<file path="config.mk">
export PLATFORM = sky130hd
export DESIGN_NAME = hs_merge_ctrl
export DESIGN_NICKNAME = d
export VERILOG_FILES = /design/src/rtl/hs_merge_ctrl_pkg.sv /design/src/rtl/hs_merge_ctrl_key_match.sv /design/src/rtl/hs_merge_ctrl.sv
export SDC_FILE = /design/constraint.sdc
export NUM_CORES = 1
export LEC_CHECK = 0
export ABC_CLOCK_PERIOD_IN_PS = 3900
export CORE_AREA = 4 4 204 206
export CTS_CLUSTER_DIAMETER = 80
export DETAILED_ROUTE_END_ITERATION = 7
export DIE_AREA = 0 0 208 210
export GPL_ROUTABILITY_DRIVEN = 0
export PLACE_DENSITY_LB_ADDON = 0.08
export SETUP_SLACK_MARGIN = 0.3
export SYNTH_ARGS = -nofsm -noshare
export SYNTH_HDL_FRONTEND = slang
export SYNTH_SLANG_ARGS = --single-unit
</file>
<file path="constraint.sdc">
create_clock -name clk -period 3.9 [get_ports clk]
set_input_delay 0.78 -clock clk [delete_from_list [all_inputs] [get_ports clk]]
set_output_delay 0.78 -clock clk [all_outputs]
set_load 0.1 [all_outputs]
</file>
<file path="src/rtl/hs_merge_ctrl_pkg.sv">
// hs_merge_ctrl_pkg: flit layout, merge key and field helpers shared by the HS merge buffer.
package hs_merge_ctrl_pkg;
  localparam int NUM_PORT       = 5;
  localparam int LO_PAYLOAD_POS = 0;
  localparam int SRC_LIST_POS   = 8;
  localparam int DST_POS        = 13;
  localparam int DST_W          = 3;
  localparam int MEM_ADDR_POS   = 16;
  localparam int ADDR_W         = 8;
  localparam int HS_POS         = 24;
  localparam int HS_W           = 2;
  localparam int IR_DATA_WIDTH  = 26;
  localparam int KEY_W          = HS_W + ADDR_W + DST_W;
  typedef logic [IR_DATA_WIDTH-1:0] flit_t;
  typedef logic [KEY_W-1:0] key_t;
  function automatic key_t key_of(input flit_t f);
    return {f[HS_POS +: HS_W], f[MEM_ADDR_POS +: ADDR_W], f[DST_POS +: DST_W]};
  endfunction
  function automatic logic [NUM_PORT-1:0] src_of(input flit_t f);
    return f[SRC_LIST_POS +: NUM_PORT];
  endfunction
endpackage

</file>
<file path="src/rtl/hs_merge_ctrl_key_match.sv">
// hs_key_match: equality compare of two HS merge keys.
module hs_key_match
  import hs_merge_ctrl_pkg::*;
(
  input  key_t a_i,
  input  key_t b_i,
  output logic eq_o
);
  assign eq_o = a_i == b_i;
endmodule

</file>
<file path="src/rtl/hs_merge_ctrl.sv">
// hs_merge_ctrl: circular merge queue that folds same-key HS flits together and drains them in FIFO order.
module hs_merge_ctrl
  import hs_merge_ctrl_pkg::*;
#(
  parameter int DEPTH       = 4,
  parameter int HOLD_CYCLES = 8,
  parameter int CNT_W       = 4
) (
  input  logic                              clk,
  input  logic                              rst_n,
  input  logic [NUM_PORT-1:0]               in_valid,
  input  logic [NUM_PORT*IR_DATA_WIDTH-1:0] flit_in,
  output logic [NUM_PORT-1:0]               kill,
  output logic                              out_valid,
  output logic [IR_DATA_WIDTH-1:0]          out_data,
  input  logic                              out_ready,
  output logic [$clog2(DEPTH):0]            occupancy
);
  localparam int PW = $clog2(DEPTH);
  localparam logic [PW:0] FULL = (PW+1)'(DEPTH);
  localparam logic [CNT_W-1:0] HOLD = CNT_W'(HOLD_CYCLES);
  flit_t fl [NUM_PORT];
  flit_t ent_q [DEPTH];
  logic [CNT_W-1:0] age_q [DEPTH];
  logic [DEPTH-1:0] vld_q, unl;
  logic [PW-1:0] head_q, tail_q;
  logic [PW:0] cnt_q;
  logic lock, pop, do_alloc;
  logic [NUM_PORT-1:0] hit, fresh, a_oh, sm, a_src;
  logic [NUM_PORT-1:0][DEPTH-1:0] meq, mt;
  logic [NUM_PORT-1:0][NUM_PORT-1:0] peq;
  logic [NUM_PORT-1:0] msrc [DEPTH];
  flit_t a_flit, new_ent;
  for (genvar p = 0; p < NUM_PORT; p++) begin : g_port
    assign fl[p] = flit_in[p*IR_DATA_WIDTH +: IR_DATA_WIDTH];
    for (genvar i = 0; i < DEPTH; i++) begin : g_ent
      hs_key_match u_pe (.a_i(key_of(fl[p])), .b_i(key_of(ent_q[i])), .eq_o(meq[p][i]));
    end
    for (genvar q = 0; q < NUM_PORT; q++) begin : g_pp
      if (q > p) begin : g_cmp
        hs_key_match u_pp (.a_i(key_of(fl[p])), .b_i(key_of(fl[q])), .eq_o(peq[p][q]));
      end else begin : g_tie
        assign peq[p][q] = 1'b0;
      end
    end
  end
  // Only the head can ever be locked, and lock depends on registered state alone.
  assign lock      = vld_q[head_q] && (age_q[head_q] == HOLD || cnt_q == FULL);
  assign pop       = lock && out_ready;
  assign out_valid = lock;
  assign out_data  = ent_q[head_q];
  assign occupancy = cnt_q;
  always_comb begin
    hit = '0;
    mt = '0;
    a_oh = '0;
    sm = '0;
    a_src = '0;
    a_flit = '0;
    for (int i = 0; i < DEPTH; i++) unl[i] = vld_q[i] && !(lock && head_q == PW'(i));
    for (int p = 0; p < NUM_PORT; p++)
      for (int i = 0; i < DEPTH; i++)
        if (in_valid[p] && unl[i] && meq[p][i] && !hit[p]) begin
          mt[p][i] = 1'b1;
          hit[p] = 1'b1;
        end
    fresh = in_valid & ~hit;
    for (int p = 0; p < NUM_PORT; p++) if (fresh[p] && a_oh == '0) a_oh[p] = 1'b1;
    do_alloc = |a_oh && cnt_q != FULL;
    for (int p = 0; p < NUM_PORT; p++) begin
      sm[p] = a_oh[p];
      for (int q = 0; q < p; q++) sm[p] = sm[p] | (a_oh[q] & peq[q][p]);
    end
    sm = do_alloc ? sm & fresh : '0;
    for (int p = 0; p < NUM_PORT; p++) begin
      if (sm[p]) a_src = a_src | src_of(fl[p]);
      if (a_oh[p]) a_flit = fl[p];
    end
    new_ent = a_flit;
    new_ent[SRC_LIST_POS +: NUM_PORT] = a_src;
    for (int i = 0; i < DEPTH; i++) begin
      msrc[i] = '0;
      for (int p = 0; p < NUM_PORT; p++) if (mt[p][i]) msrc[i] = msrc[i] | src_of(fl[p]);
    end
    kill = hit | sm;
  end
  always_ff @(posedge clk or negedge rst_n) begin
    if (!rst_n) begin
      vld_q <= '0;
      head_q <= '0;
      tail_q <= '0;
      cnt_q <= '0;
      for (int i = 0; i < DEPTH; i++) begin
        ent_q[i] <= '0;
        age_q[i] <= '0;
      end
    end else begin
      for (int i = 0; i < DEPTH; i++) begin
        if (vld_q[i] && age_q[i] != HOLD) age_q[i] <= age_q[i] + 1'b1;
        ent_q[i][SRC_LIST_POS +: NUM_PORT] <= ent_q[i][SRC_LIST_POS +: NUM_PORT] | msrc[i];
        if (pop && head_q == PW'(i)) vld_q[i] <= 1'b0;
        if (do_alloc && tail_q == PW'(i)) begin
          ent_q[i] <= new_ent;
          vld_q[i] <= 1'b1;
          age_q[i] <= '0;
        end
      end
      if (pop) head_q <= head_q + 1'b1;
      if (do_alloc) tail_q <= tail_q + 1'b1;
      cnt_q <= cnt_q + (PW+1)'(do_alloc) - (PW+1)'(pop);
    end
  end
endmodule
</file>
### Yosys cells after proc, flatten, opt, wreduce, memory -nomap -nowiden

Cells that the tools add are included.

* input bits: 138
* flip-flop bits (word level): 131
* logic and storage cells: 337

* reductions and logical operators: 116
* $add $sub $neg: 8
* bitwise operators: 50
* mux-type cells: 99
* equal/unequal tests: 43
* magnitude comparators: 2

Operators by type and width (count)
* $eq A13 B13 Y1: 30
* $mux W26: 7
* $mux W5: 26
* $or A5 B5 Y5: 25
* $logic_and A1 B1 Y1: 82
* $bmux W26 S2: 1
* $mux W13: 4
* $mux W1: 49
* $mux W4: 10
* $logic_not A1 Y1: 19
* $add A4 B1 Y4 const B: 4
* $ne A4 B4 Y1 const B: 4
* $reduce_bool A2 Y1: 8
* $and A1 B1 Y1: 10
* $and A5 B5 Y5: 2
* $or A1 B1 Y1: 10
* $bmux W4 S2: 1
* $eq A2 B2 Y1 const B: 4
* $logic_not A2 Y1: 3
* $not A5 Y5: 1
* $reduce_or A5 Y1: 1
* $add A2 B1 Y2 const B: 2
* $eq A2 B1 Y1 const B: 2
* $eq A4 B4 Y1 const B: 1
* 12 further kinds: 12

### Logic depth before layout (Yosys ltp)

* depth in word-level cells: 53
* depth in mapped cells: 16

### By module

From an unflattened synthesis, not the netlist that was laid out.

* cell total of the unflattened synthesis: 1317
* area total of the unflattened synthesis: 12134.1 um2

Modules (own cells, without submodules)
* hs_merge_ctrl: area an instance 7780.0 um2, times used 1, cells each 807
* hs_key_match: area an instance 145.1 um2, times used 30, cells each 17

### Worst setup path before layout

No wires, ideal clock.

* kind: reg-to-output
* start: register cnt_q[2], in the netlist occupancy[2]
* end: output kill[2]
* cell stages (with the launch flop): 13
* path slack: -3289 ps
* data required time: 3120 ps
* arrival: 6409 ps
* path through: dfrtp_1 -> nor3b_4 -> a22oi_1 -> and3_1 -> buf_2 -> buf_6 -> o311ai_1 -> and4_1 -> buf_2 -> a22oi_4 -> a31o_2 -> buf_6 -> o41ai_1

* cells in the longest elaborated chain, start to end: 37
* elaborated cells between the ends (all ways): 130
* classes of those cells: eq/ne: 2; mux: 26; bitwise: 9; reduce/logical: 93

RTL lines
* start: declaration: RTL line hs_merge_ctrl.sv:27 `logic [PW:0] cnt_q;`
* start signal: assignment: RTL line hs_merge_ctrl.sv:110 `cnt_q <= cnt_q + (PW+1)'(do_alloc) - (PW+1)'(pop);`
* $eq A3 B3 Y1: RTL line hs_merge_ctrl.sv:48 `assign lock = vld_q[head_q] && (age_q[head_q] == HOLD || cnt_q == FULL);`
* $logic_or A1 B1 Y1: RTL line hs_merge_ctrl.sv:48
* $logic_and A1 B1 Y1: RTL line hs_merge_ctrl.sv:48
* $logic_and A1 B1 Y1: RTL line hs_merge_ctrl.sv:60 `for (int i = 0; i < DEPTH; i++) unl[i] = vld_q[i] && !(lock && head_q == PW'(i));`
* $logic_not A1 Y1: RTL line hs_merge_ctrl.sv:60
* $logic_and A1 B1 Y1: RTL line hs_merge_ctrl.sv:60
* $logic_and A1 B1 Y1 (2 in series): RTL line hs_merge_ctrl.sv:63 `if (in_valid[p] && unl[i] && meq[p][i] && !hit[p]) begin`
* $mux W1: RTL line hs_merge_ctrl.sv:63
* [20 not listed]
* $mux W1: RTL line hs_merge_ctrl.sv:68 `for (int p = 0; p < NUM_PORT; p++) if (fresh[p] && a_oh == '0) a_oh[p] = 1'b1;`
* $logic_not A4 Y1: RTL line hs_merge_ctrl.sv:68
* $logic_and A1 B1 Y1: RTL line hs_merge_ctrl.sv:68
* $mux W1: RTL line hs_merge_ctrl.sv:68
* $reduce_or A5 Y1: RTL line hs_merge_ctrl.sv:69 `do_alloc = |a_oh && cnt_q != FULL;`
* $logic_and A1 B1 Y1: RTL line hs_merge_ctrl.sv:69
* $mux W5: RTL line hs_merge_ctrl.sv:74 `sm = do_alloc ? sm & fresh : '0;`
* $or A5 B5 Y5 *: RTL line hs_merge_ctrl.sv:85 `kill = hit | sm;`
* end: declaration: RTL line hs_merge_ctrl.sv:13 `output logic [NUM_PORT-1:0] kill,`

Mark *: on every way between the ends. The rest lies on a longest branch, timed or not.

### Final worst setup path

* start: register head_q[0]
* end: output kill[2]

* cells in the longest elaborated chain, start to end: 41
* elaborated cells between the ends (all ways): 139
* classes of those cells: eq/ne: 4; mux: 31; bitwise: 10; reduce/logical: 94

RTL lines
* start: declaration: RTL line hs_merge_ctrl.sv:26 `logic [PW-1:0] head_q, tail_q;`
* start signal: assignment: RTL line hs_merge_ctrl.sv:108 `if (pop) head_q <= head_q + 1'b1;`
* $not A2 Y3 (not written as such): RTL line hs_merge_ctrl.sv:48
* $bmux W4 S2: RTL line hs_merge_ctrl.sv:48
* $mux W4 (not written as such) (2 in series): RTL line hs_merge_ctrl.sv:48
* $eq A4 B4 Y1: RTL line hs_merge_ctrl.sv:48
* $logic_or A1 B1 Y1: RTL line hs_merge_ctrl.sv:48
* $logic_and A1 B1 Y1: RTL line hs_merge_ctrl.sv:48
* $logic_and A1 B1 Y1: RTL line hs_merge_ctrl.sv:60
* $logic_not A1 Y1: RTL line hs_merge_ctrl.sv:60
* [24 not listed]
* $mux W1: RTL line hs_merge_ctrl.sv:68
* $logic_not A4 Y1: RTL line hs_merge_ctrl.sv:68
* $logic_and A1 B1 Y1: RTL line hs_merge_ctrl.sv:68
* $mux W1: RTL line hs_merge_ctrl.sv:68
* $reduce_or A5 Y1: RTL line hs_merge_ctrl.sv:69
* $logic_and A1 B1 Y1: RTL line hs_merge_ctrl.sv:69
* $mux W5: RTL line hs_merge_ctrl.sv:74
* $or A5 B5 Y5 *: RTL line hs_merge_ctrl.sv:85

Mark *: on every way between the ends. The rest lies on a longest branch, timed or not. The select of a mux whose other input is x is not followed.

==> results.json <==
{
  "grt.total_usage_pct": 32.09,
  "drive_gt1_share_pct": 36.17,
  "ys_warn_count": 0,
  "route.detailed.drc": 0,
  "ff2ff_setup_slack_ps": -10,
  "p_total_mw": 16.80,
  "fin_area_sq_um": 21450,
  "io_pins": 173,
  "worst-setup-path-type": "flip-flop to output pin",
  "synth_top_family_by_area": "XOR/XNOR gates",
  "crit_path_frequent_cell": "buf_4",
  "p_sw_mw": 8.967,
  "slowest_delay_ps": 550,
  "fillers": 3686,
  "wl_per_cell_um": 28.57,
  "die_area_sq_um": 43680,
  "critPathTopFamily": "buffers and inverters",
  "r2r_end": "ent_q[8]",
  "r2r_cells": 21,
  "htree_levels": 4,
  "cp_cell_sequence": "buf_6 > nand2_4 > nor4_1 > buf_4 > or4_4 > buf_6 > a311o_1 > nand4_1 > buf_4 > a211oi_2 > buf_4 > o41ai_4 > buf_12",
  "internal_power_mw": 7.828,
  "wl_met2_um": 31420,
  "synth-seq-area-share_pct": 23.85,
  "post_synth_xor_area_fraction_pct": 25.87,
  "power_frac_comb_pct": 68.5,
  "synth-edff-count": 0,
  "cp.arrival_ps": 3570,
  "numCtsBuffers": 17,
  "crit_fanout": 5,
  "wl_um": 74260,
  "netlist_area_sq_um": 13740,
  "wl_met3_um": 8671,
  "clkSinkCount": 131,
  "clock_path_buffers": 2,
  "drtIter0Drc": 2443,
  "drtAntennaViolNets": 0,
  "finalWorstSetupSlack_ps": -452.5,
  "ys.flop_type": "dfrtp_1",
  "utilization_pct": 54.11,
  "p_per_area_nw_per_um2": 783.0,
  "grt_pass1_vias": 15720,
  "syn_area_per_cell_sq_um": 8.709,
  "fp.dieW_um": 208,
  "viasPerCell": 6.142,
  "critPathRequiredTime_ps": 3120,
  "ctsHoldBuffers": 0,
  "maxCapViolCount": 0,
  "cts_tree": "yes",
  "first_pass_iters": 7,
  "synth_top_area_share_pct": 23.85,
  "relSlewSlack_pct": 34.55,
  "dpl.cell_count": 2522,
  "ys_ff_latch": 131,
  "io_buffer_count": 172,
  "critical_path_buf_inv_count": 6,
  "rsz0062_at_grt": "yes",
  "slowest_stage": "or4_4",
  "insertion_delay_ps": 430,
  "peakVddDrop_uv": 623.9,
  "final_hold_viol_count": 0,
  "clk_pin_slew_worst_paths_ps": 60,
  "final_common_cell": "buf_4",
  "fin_skew_ps": 10.92,
  "hold_path.class": "input port to asynchronous set/reset pin",
  "dieHeight_um": 210,
  "period_share_pct": 111.6,
  "start_util_pct": 34.67,
  "root_buffer": "clkbuf_16",
  "grt_pass1_wl_um": 105500,
  "p_sw_share_pct": 53.39,
  "top_layer_used": "met5",
  "wl_met1_um": 30000,
  "synth.mux.area_fraction_pct": 4.425,
  "endpoint_kind": "output pin",
  "grt_overflow": 0,
  "leakagePower_nw": 8.367,
  "hold_slack_ps": 368.2,
  "dpl_cell_area_sq_um": 19220,
  "startpoint_type": "flip-flop",
  "ys_async_sr_fraction_pct": 100.0,
  "num_rows": 73,
  "area_growth_pct": 56.08,
  "setup_viol": 5,
  "nets": 2215,
  "synth_compound_area_share_pct": 21.37,
  "max_freq_ghz": 0.2298,
  "regArea_sq_um": 3292,
  "slew_violations": 0,
  "grt_start_max_net_pins": 74,
  "synth_cell_types": 65,
  "multiInputGateArea_sq_um": 10750,
  "layout.cells.non_filler": 2599,
  "status": "complete, but fails checks",
  "synth_nets": 1735,
  "post-route-min-period_ps": 4353,
  "num_vias": 15960,
  "most-common-layout-cells": "buf_4, xnor2_1, xor2_1, dfrtp_1, clkdlybuf4s50_1",
  "yosys.area_share.simple_pct": 16.21,
  "antenna_found_initial": 5,
  "synthCells": 1578,
  "yosys.area_share.adder_pct": 1.784,
  "synth_area_leaders": "dfrtp_1, xnor2_1, xor2_1",
  "dpl.hpwl_um": 54880,
  "p_seq_share_pct": 21.3,
  "rr_startpoint": "head_q[0]",
  "yosysTopAreaCell": "dfrtp_1",
  "failed_checks": "setup timing",
  "clkPwrFrac_pct": 10.3,
  "worst_pin_slew_ps": 978.6,
  "core_area_sq_um": 39640
}
## cell families (layout without fill, tap and decap cells)
group,after synthesis,after routing
flip-flops,131,131
multiplexers,28,28
XOR/XNOR,406,406
AO/OA/AOI/OAI,372,372
adder cells (fa/ha/maj),19,19
buffers and inverters,219,712
other,0,3
AND/OR/NAND/NOR,403,403
## cell usage after synthesis (all sizes together), types with 4 or more instances
| library cell | instances |
|---|---|
| a2111oi | 15 |
| a211oi | 9 |
| a21oi | 13 |
| a221oi | 21 |
| a222oi | 4 |
| a22oi | 38 |
| a311oi | 16 |
| a31oi | 4 |
| a32o | 4 |
| a41oi | 17 |
| buf | 87 |
| clkbuf | 103 |
| dfrtp | 131 |
| ha | 18 |
| inv | 28 |
| mux4 | 26 |
| nand2 | 84 |
| nand2b | 4 |
| nand3 | 34 |
| nand4 | 106 |
| nor2 | 46 |
| nor2b | 7 |
| nor3 | 17 |
| nor3b | 4 |
| nor4 | 67 |
| nor4b | 8 |
| o211a | 21 |
| o211ai | 8 |
| o21ai | 86 |
| o2bb2ai | 84 |
| o311ai | 16 |
| or2 | 4 |
| or4 | 8 |
| xnor2 | 269 |
| xor2 | 137 |
## area by class of cell
class | count | area share [%]
multi-input combinational | 1228 | 50.13
timing repair buffer | 651 | 28.07
sequential | 131 | 15.35
tap | 525 | 3.062
clock buffer | 21 | 2.147
clock inverter | 11 | 0.7000
inverter | 29 | 0.5075
antenna | 3 | 0.03500
## registers in the layout, indices dropped and copies added (netlist names)
| name | cells |
|---|---|
| ent_q | 104 |
| age_q | 16 |
| vld_q | 4 |
| head_q | 2 |
| tail_q | 2 |
| occupancy | 3 |
## how the worst max path moves through the flow
stage | from | end | slack [ps] | depth (start not counted)
after global routing | head_q[0] | kill[2] | -570 | 11
after detailed placement | flit_in[42] | kill[2] | -680 | 11
after CTS | flit_in[68] | kill[4] | -430 | 13
after global placement | flit_in[42] | kill[2] | -730 | 11
after floorplan | occupancy[2] | kill[2] | -810 | 12
final | head_q[0] | kill[2] | -450 | 13
## per-stage QoR
stage / setup slack [ps] / TNS, ps
floorplan: -808.0 / -1978
global placement: -729.9 / -48560
detailed placement: -681.2 / -49010
CTS: -430.5 / -1659
global route: -572.5 / -4965
finish: -452.5 / -1654
## layer usage
layer	track usage [%]	vias up
met4	15.47	4
met1	42.65	7759
met5	0	-
met2	47.79	1124
li1	-	6853
met3	9.808	222
## worst register-to-register path, cell delays in order (launching register included)
cell	delay (ps)
dfrtp_2	470
buf_6	160
nand2_4	70
nor4_1	50
buf_4	150
or4_4	550
buf_6	170
buf_4	140
a311oi_4	370
nor4_4	80
nand2_1	110
buf_4	110
buf_4	90
buf_6	80
buf_6	80
buf_6	90
buf_12	130
a311oi_4	110
buf_4	180
buf_4	150
a2111oi_0	330
a41oi_1	100
## power groups by stage
stage / Clock [mW] / Sequential (mW) / Combinational (mW)
after floorplan: 0 / 2.44 / 7.17
after global placement: 0 / 3.44 / 10.3
after detailed placement: 0 / 3.43 / 10.4
after CTS: 1.75 / 3.45 / 11.0
after global routing: 1.80 / 3.56 / 12.0
final: 1.73 / 3.57 / 11.5
## repair_timing
| item | in CTS | in global routing |
|---|---|---|
| setup endpoints to repair | 129 | 131 |
| pin swaps | 74 | 27 |
| gates cloned | 1 | 2 |
| resized for setup | 218 | 70 |
| buffers inserted | 20 | 19 |
(Power assumes the default switching activity.)
